File: src/rtl/rr_arb_mux.sv
// Round-robin arbitrating mux: picks one valid input channel per beat, optionally holding the grant for a burst.
// Latency: 1 cycle from input accept to o_valid; throughput 1 beat/cycle through a one-entry output register.
// Backpressure: the output register reloads only when empty or drained by i_ready; otherwise every o_ready stays low.
module rr_arb_mux #(
    parameter int NUM_INPUTS   = 4,
    parameter int DATA_WIDTH   = 32,
    parameter int LOCK_ON_LAST = 1,
    localparam int SEL_BITS    = (NUM_INPUTS > 1) ? $clog2(NUM_INPUTS) : 1
) (
    input  logic                             i_clk,
    input  logic                             i_rst,
    input  logic [NUM_INPUTS*DATA_WIDTH-1:0] i_data_bus,
    input  logic [NUM_INPUTS-1:0]            i_valid,
    input  logic [NUM_INPUTS-1:0]            i_last,
    output logic [NUM_INPUTS-1:0]            o_ready,
    output logic [DATA_WIDTH-1:0]            o_data,
    output logic                             o_valid,
    output logic                             o_last,
    output logic [SEL_BITS-1:0]              o_select,
    input  logic                             i_ready
);

    localparam int IW = SEL_BITS + 1;

    typedef enum logic {
        ARB,
        LOCKED
    } state_t;

    state_t                state_q;
    state_t                state_d;
    logic [SEL_BITS-1:0]   rr_ptr;
    logic [SEL_BITS-1:0]   lock_ch;
    logic [SEL_BITS-1:0]   grant;
    logic [SEL_BITS-1:0]   grant_nxt;
    logic                  grant_vld;
    logic                  grant_last;
    logic [DATA_WIDTH-1:0] grant_data;
    logic [IW-1:0]         idx;
    logic                  load_en;
    logic                  accept;
    logic                  burst_end;

    // Scan offsets from the far end back to rr_ptr so the last hit is the nearest valid channel.
    always_comb begin
        grant     = '0;
        grant_vld = 1'b0;
        idx       = '0;
        if (state_q == LOCKED) begin
            grant = lock_ch;
            for (int k = 0; k < NUM_INPUTS; k++) begin
                if (lock_ch == SEL_BITS'(k)) begin
                    grant_vld = i_valid[k];
                end
            end
        end else begin
            for (int i = NUM_INPUTS - 1; i >= 0; i--) begin
                idx = IW'(rr_ptr) + IW'(i);
                if (idx >= IW'(NUM_INPUTS)) begin
                    idx = idx - IW'(NUM_INPUTS);
                end
                for (int k = 0; k < NUM_INPUTS; k++) begin
                    if (idx == IW'(k) && i_valid[k]) begin
                        grant     = SEL_BITS'(k);
                        grant_vld = 1'b1;
                    end
                end
            end
        end
    end

    always_comb begin
        grant_data = '0;
        grant_last = 1'b0;
        for (int k = 0; k < NUM_INPUTS; k++) begin
            if (grant == SEL_BITS'(k)) begin
                grant_data = i_data_bus[k*DATA_WIDTH +: DATA_WIDTH];
                grant_last = i_last[k];
            end
        end
    end

    assign load_en   = !o_valid || i_ready;
    assign accept    = load_en && grant_vld && !i_rst;
    assign burst_end = (LOCK_ON_LAST == 0) || grant_last;
    assign grant_nxt = (grant == SEL_BITS'(NUM_INPUTS - 1)) ? '0 : grant + SEL_BITS'(1);

    always_comb begin
        o_ready = '0;
        for (int k = 0; k < NUM_INPUTS; k++) begin
            o_ready[k] = accept && (grant == SEL_BITS'(k));
        end
    end

    always_comb begin
        state_d = state_q;
        if (accept) begin
            state_d = burst_end ? ARB : LOCKED;
        end
    end

    always_ff @(posedge i_clk) begin
        if (i_rst) begin
            state_q <= ARB;
            rr_ptr  <= '0;
            lock_ch <= '0;
        end else begin
            state_q <= state_d;
            if (accept) begin
                if (burst_end) begin
                    rr_ptr <= grant_nxt;
                end else begin
                    lock_ch <= grant;
                end
            end
        end
    end

    always_ff @(posedge i_clk) begin
        if (i_rst) begin
            o_valid  <= 1'b0;
            o_data   <= '0;
            o_last   <= 1'b0;
            o_select <= '0;
        end else if (accept) begin
            o_valid  <= 1'b1;
            o_data   <= grant_data;
            o_last   <= grant_last;
            o_select <= grant;
        end else if (i_ready) begin
            o_valid <= 1'b0;
        end
    end

endmodule
File: config.mk
export PLATFORM = sky130hd
export DESIGN_NAME = rr_arb_mux
export DESIGN_NICKNAME = d
export VERILOG_FILES = /design/src/rtl/rr_arb_mux.sv
export SDC_FILE = /design/constraint.sdc
export NUM_CORES = 1
export LEC_CHECK = 0
export CAP_MARGIN = 25
export CORE_MARGIN = 5
export CORE_UTILIZATION = 40
export DETAILED_ROUTE_END_ITERATION = 8
export PLACE_DENSITY = 0.87
export SLEW_MARGIN = 20
export SYNTH_ARGS = -nofsm -noshare
export SYNTH_HDL_FRONTEND = slang
export SYNTH_SLANG_ARGS = --single-unit
File: constraint.sdc
create_clock -name i_clk -period 4.15 [get_ports i_clk]
set_input_delay 0.415 -clock i_clk [delete_from_list [all_inputs] [get_ports i_clk]]
set_output_delay 0.415 -clock i_clk [all_outputs]
set_load 0.02 [all_outputs]
==> metrics <==
DP Cell Count=586; CORE AREA=6830 um2; slowest stage cell, crit path=clkdlybuf4s50_1; outcome=finished clean; Synth Warn #=0; CTS resizes=0; Setup crit end=o_ready[1]; Worst R2R End=rr_ptr[0]; Final Skew=0.00821 ns; Rel. slew slack=40.0%; clk sink count=41; first-pass iteration count of the detailed router=4; cell-internal power=1.65 mW; Max Freq=267 MHz; setup violators final=0; clock power share=11.6%; Syn Area/Cell=8.22 um2; cell area after synthesis=2820 um2; TritonCTS clock tree=built; std cell rows=30; H-tree level count=2; GRT Residual Overflow=0; die area=8830 um2; ys flop type=dfxtp_1; Antenna Nets Post-Route=0; post-synth top area share=29.1%; Cell Chain, Critical Path=clkdlybuf4s50_1 -> mux2_2 -> a31o_2 -> a311oi_2 -> ha_1 -> and3_1 -> clkdlybuf4s50_1; GRT busiest layer=met2; Longest Clk Path Bufs=2; ant diodes=0; crit path capture type=output port; CP startpoint kind=primary input; Syn Inst Count=343; Routed WL=10600 um; CTS Buf Count=5; IO buf count=178; Critical R2R Launch=rr_ptr[0]; met3 Track Usage GR=7.21%; drt wl/cell=17.9 um; pin count of the biggest net entering global routing=51; cell taking the most area after synthesis=dfxtp_1; fin. max-slew vios=0; Tmin final=3.74 ns; CTS root buffer=clkbuf_8; Max IR drop VDD=0.000277 V; r2r setup slk=0.82 ns; sequential power share=21.1%; Worst-path clk slew=0.08 ns; Finished Layout Cells=594; Via density=5.74; vias in the first global route=3348; number of max-cap violations=0; worst r2r path cells=8; total number of vias=3411; Comb power frac=67.3%; pre-CTS WS=0.391 ns; Post-Syn Nets=486; Critical Path AT=3.32 ns; Starting DRT DRC Count=99; Pwr Total=2.90 mW; Final Cycle Share=90.1%; Clock Latency Late Sink=0.29 ns; share of cells above drive strength 1=6.02%; final hold vios=0; grt met1 use=26.3%; Async S/R FF share, synth=0%; most frequent CP cell=clkdlybuf4s50_1; synth top area cells=dfxtp_1, a211o_1, a221oi_1; nets@finish=640; HPWL Detailed=7830 um; leak pwr=1.78 nW; gpl congestion=0.819; Cell variety after synth=46; starting density of the core=41.3%; Die H=94.0 um; worst setup margin=0.411 ns; kind of critical path=primary input to output port; Worst Hold Class=register to register; max incr delay on CP=0.60 ns; initial antenna violation count=0; first-pass GRT wire length=16100 um; DR DRC count=0; power per cell area=618 nW/um2; total track usage=22.8%; CP Data Required Time=3.73 ns; switch share=43.0%; crit path max fanout=13; # IOs=179; Psw=1.25 mW; RSZ-0062 raised after global routing=no; Least-Margin Pin Slew=0.899 ns; chip width=94.0 um; cts hold-fix bufs=0; EDFF count, synth=0; Critical Path Start=i_valid[3]; register area share after synthesis=29.1%; #FFs+latches synth=41; post-CTS setup buffers=0; Setup Total Neg Slack=0 ns; Area growth syn-to-layout=66.4%; routing usage on met2=40.3%
[layer usage]
| metal | vias up | part of all wire (%) |
|---|---|---|
| met5 | - | 0 |
| met4 | 0 | 1.4 |
| met3 | 11 | 9.0 |
| met2 | 145 | 50 |
| met1 | 1619 | 40 |
| li1 | 1636 | - |
[cell families (layout without fill, tap and decap cells)]
group           after synthesis  count (layout)  synth area share [%]
mux                           4               4                  1.51
buf+inv                      76             231                  12.5
flops                        41              41                  29.1
fa+ha+maj                     4               4                  1.77
simple gates                 60              60                  10.5
compound gates              158             158                  44.6
[power by group through the flow]
stage / clock network [mW] / registers (mW) / logic, mW
global placement: 0 / 0.611 / 1.91
global route: 0.358 / 0.628 / 2.12
floorplan: 0 / 0.723 / 1.22
finish: 0.336 / 0.612 / 1.95
detailed placement: 0 / 0.617 / 1.95
CTS: 0.340 / 0.610 / 1.96
[layout make-up]
class | instances | area, um2
clock inverter | 1 | 30.0
tap | 96 | 120
timing repair buffer | 187 | 1840
inverter | 36 | 135
clock buffer | 7 | 86.3
fill | 601 | 2140
sequential | 41 | 821
multi-input combinational | 226 | 1660
[cell usage in the layout, fill, tap and decap left out, drive strengths merged, types with 2 or more instances in the layout]
cell type / Yosys / routed
dfxtp: 41 / 41
a221oi: 33 / 33
nand2: 34 / 34
a211o: 33 / 33
a211oi: 4 / 4
inv: 36 / 36
clkbuf: 21 / 7
a311oi: 33 / 33
a31o: 2 / 2
mux2i: 2 / 2
nand2b: 4 / 4
and3: 4 / 4
a21oi: 37 / 37
ha: 4 / 4
buf: 19 / 10
clkdlybuf4s50: 0 / 177
nor2b: 6 / 6
nand3: 3 / 3
nor2: 3 / 3
mux2: 2 / 2
o21ai: 3 / 3
[sequential cells by signal (all words and copies together), names as in the netlist]
name      count
lock_ch       2
o_data       32
o_last        1
o_select      2
o_valid       1
rr_ptr        2
state_q       1
[critical path: cells and delay by family]
kind            cells  cell delay (ns)
fa+ha+maj           1             0.55
mux                 1             0.31
simple gates        1             0.23
buf+inv             2             1.12
compound gates      2             0.69
[synthesized netlist by cell type, types with 2 or more instances]
| master | instances |
|---|---|
| a31o_2 | 2 |
| nand2b_1 | 4 |
| a21oi_1 | 37 |
| clkbuf_1 | 21 |
| nand2_1 | 34 |
| mux2i_1 | 2 |
| mux2_2 | 2 |
| buf_2 | 8 |
| inv_1 | 36 |
| ha_1 | 4 |
| dfxtp_1 | 41 |
| and3_1 | 4 |
| a311oi_1 | 32 |
| nand3_1 | 3 |
| buf_6 | 7 |
| buf_1 | 3 |
| a211oi_1 | 4 |
| nor2b_1 | 6 |
| nor2_1 | 2 |
| o21ai_0 | 2 |
| a221oi_1 | 32 |
| a211o_1 | 33 |
[how the worst min path moves through the flow]
stage / start / to / slack (ns) / cells after the start
floorplan: lock_ch[1] / lock_ch[1] / 0.52 / 2
global placement: o_select[0] / o_select[0] / 0.49 / 2
detailed placement: o_last / o_last / 0.48 / 2
CTS: o_last / o_last / 0.49 / 2
global route: o_select[0] / o_select[0] / 0.52 / 2
finish: o_last / o_last / 0.49 / 2
[per-stage QoR]
step | instance area [um2] | utilization (%) | hold WS [ns]
final | 4690 | 68.7 | 0.492
after global routing | 4690 | 68.7 | 0.525
after CTS | 4690 | 68.7 | 0.495
after detailed placement | 4580 | 67.0 | 0.484
after global placement | 4580 | 67.0 | 0.487
after floorplan | 2820 | - | 0.525
(Power assumes the default switching activity.)
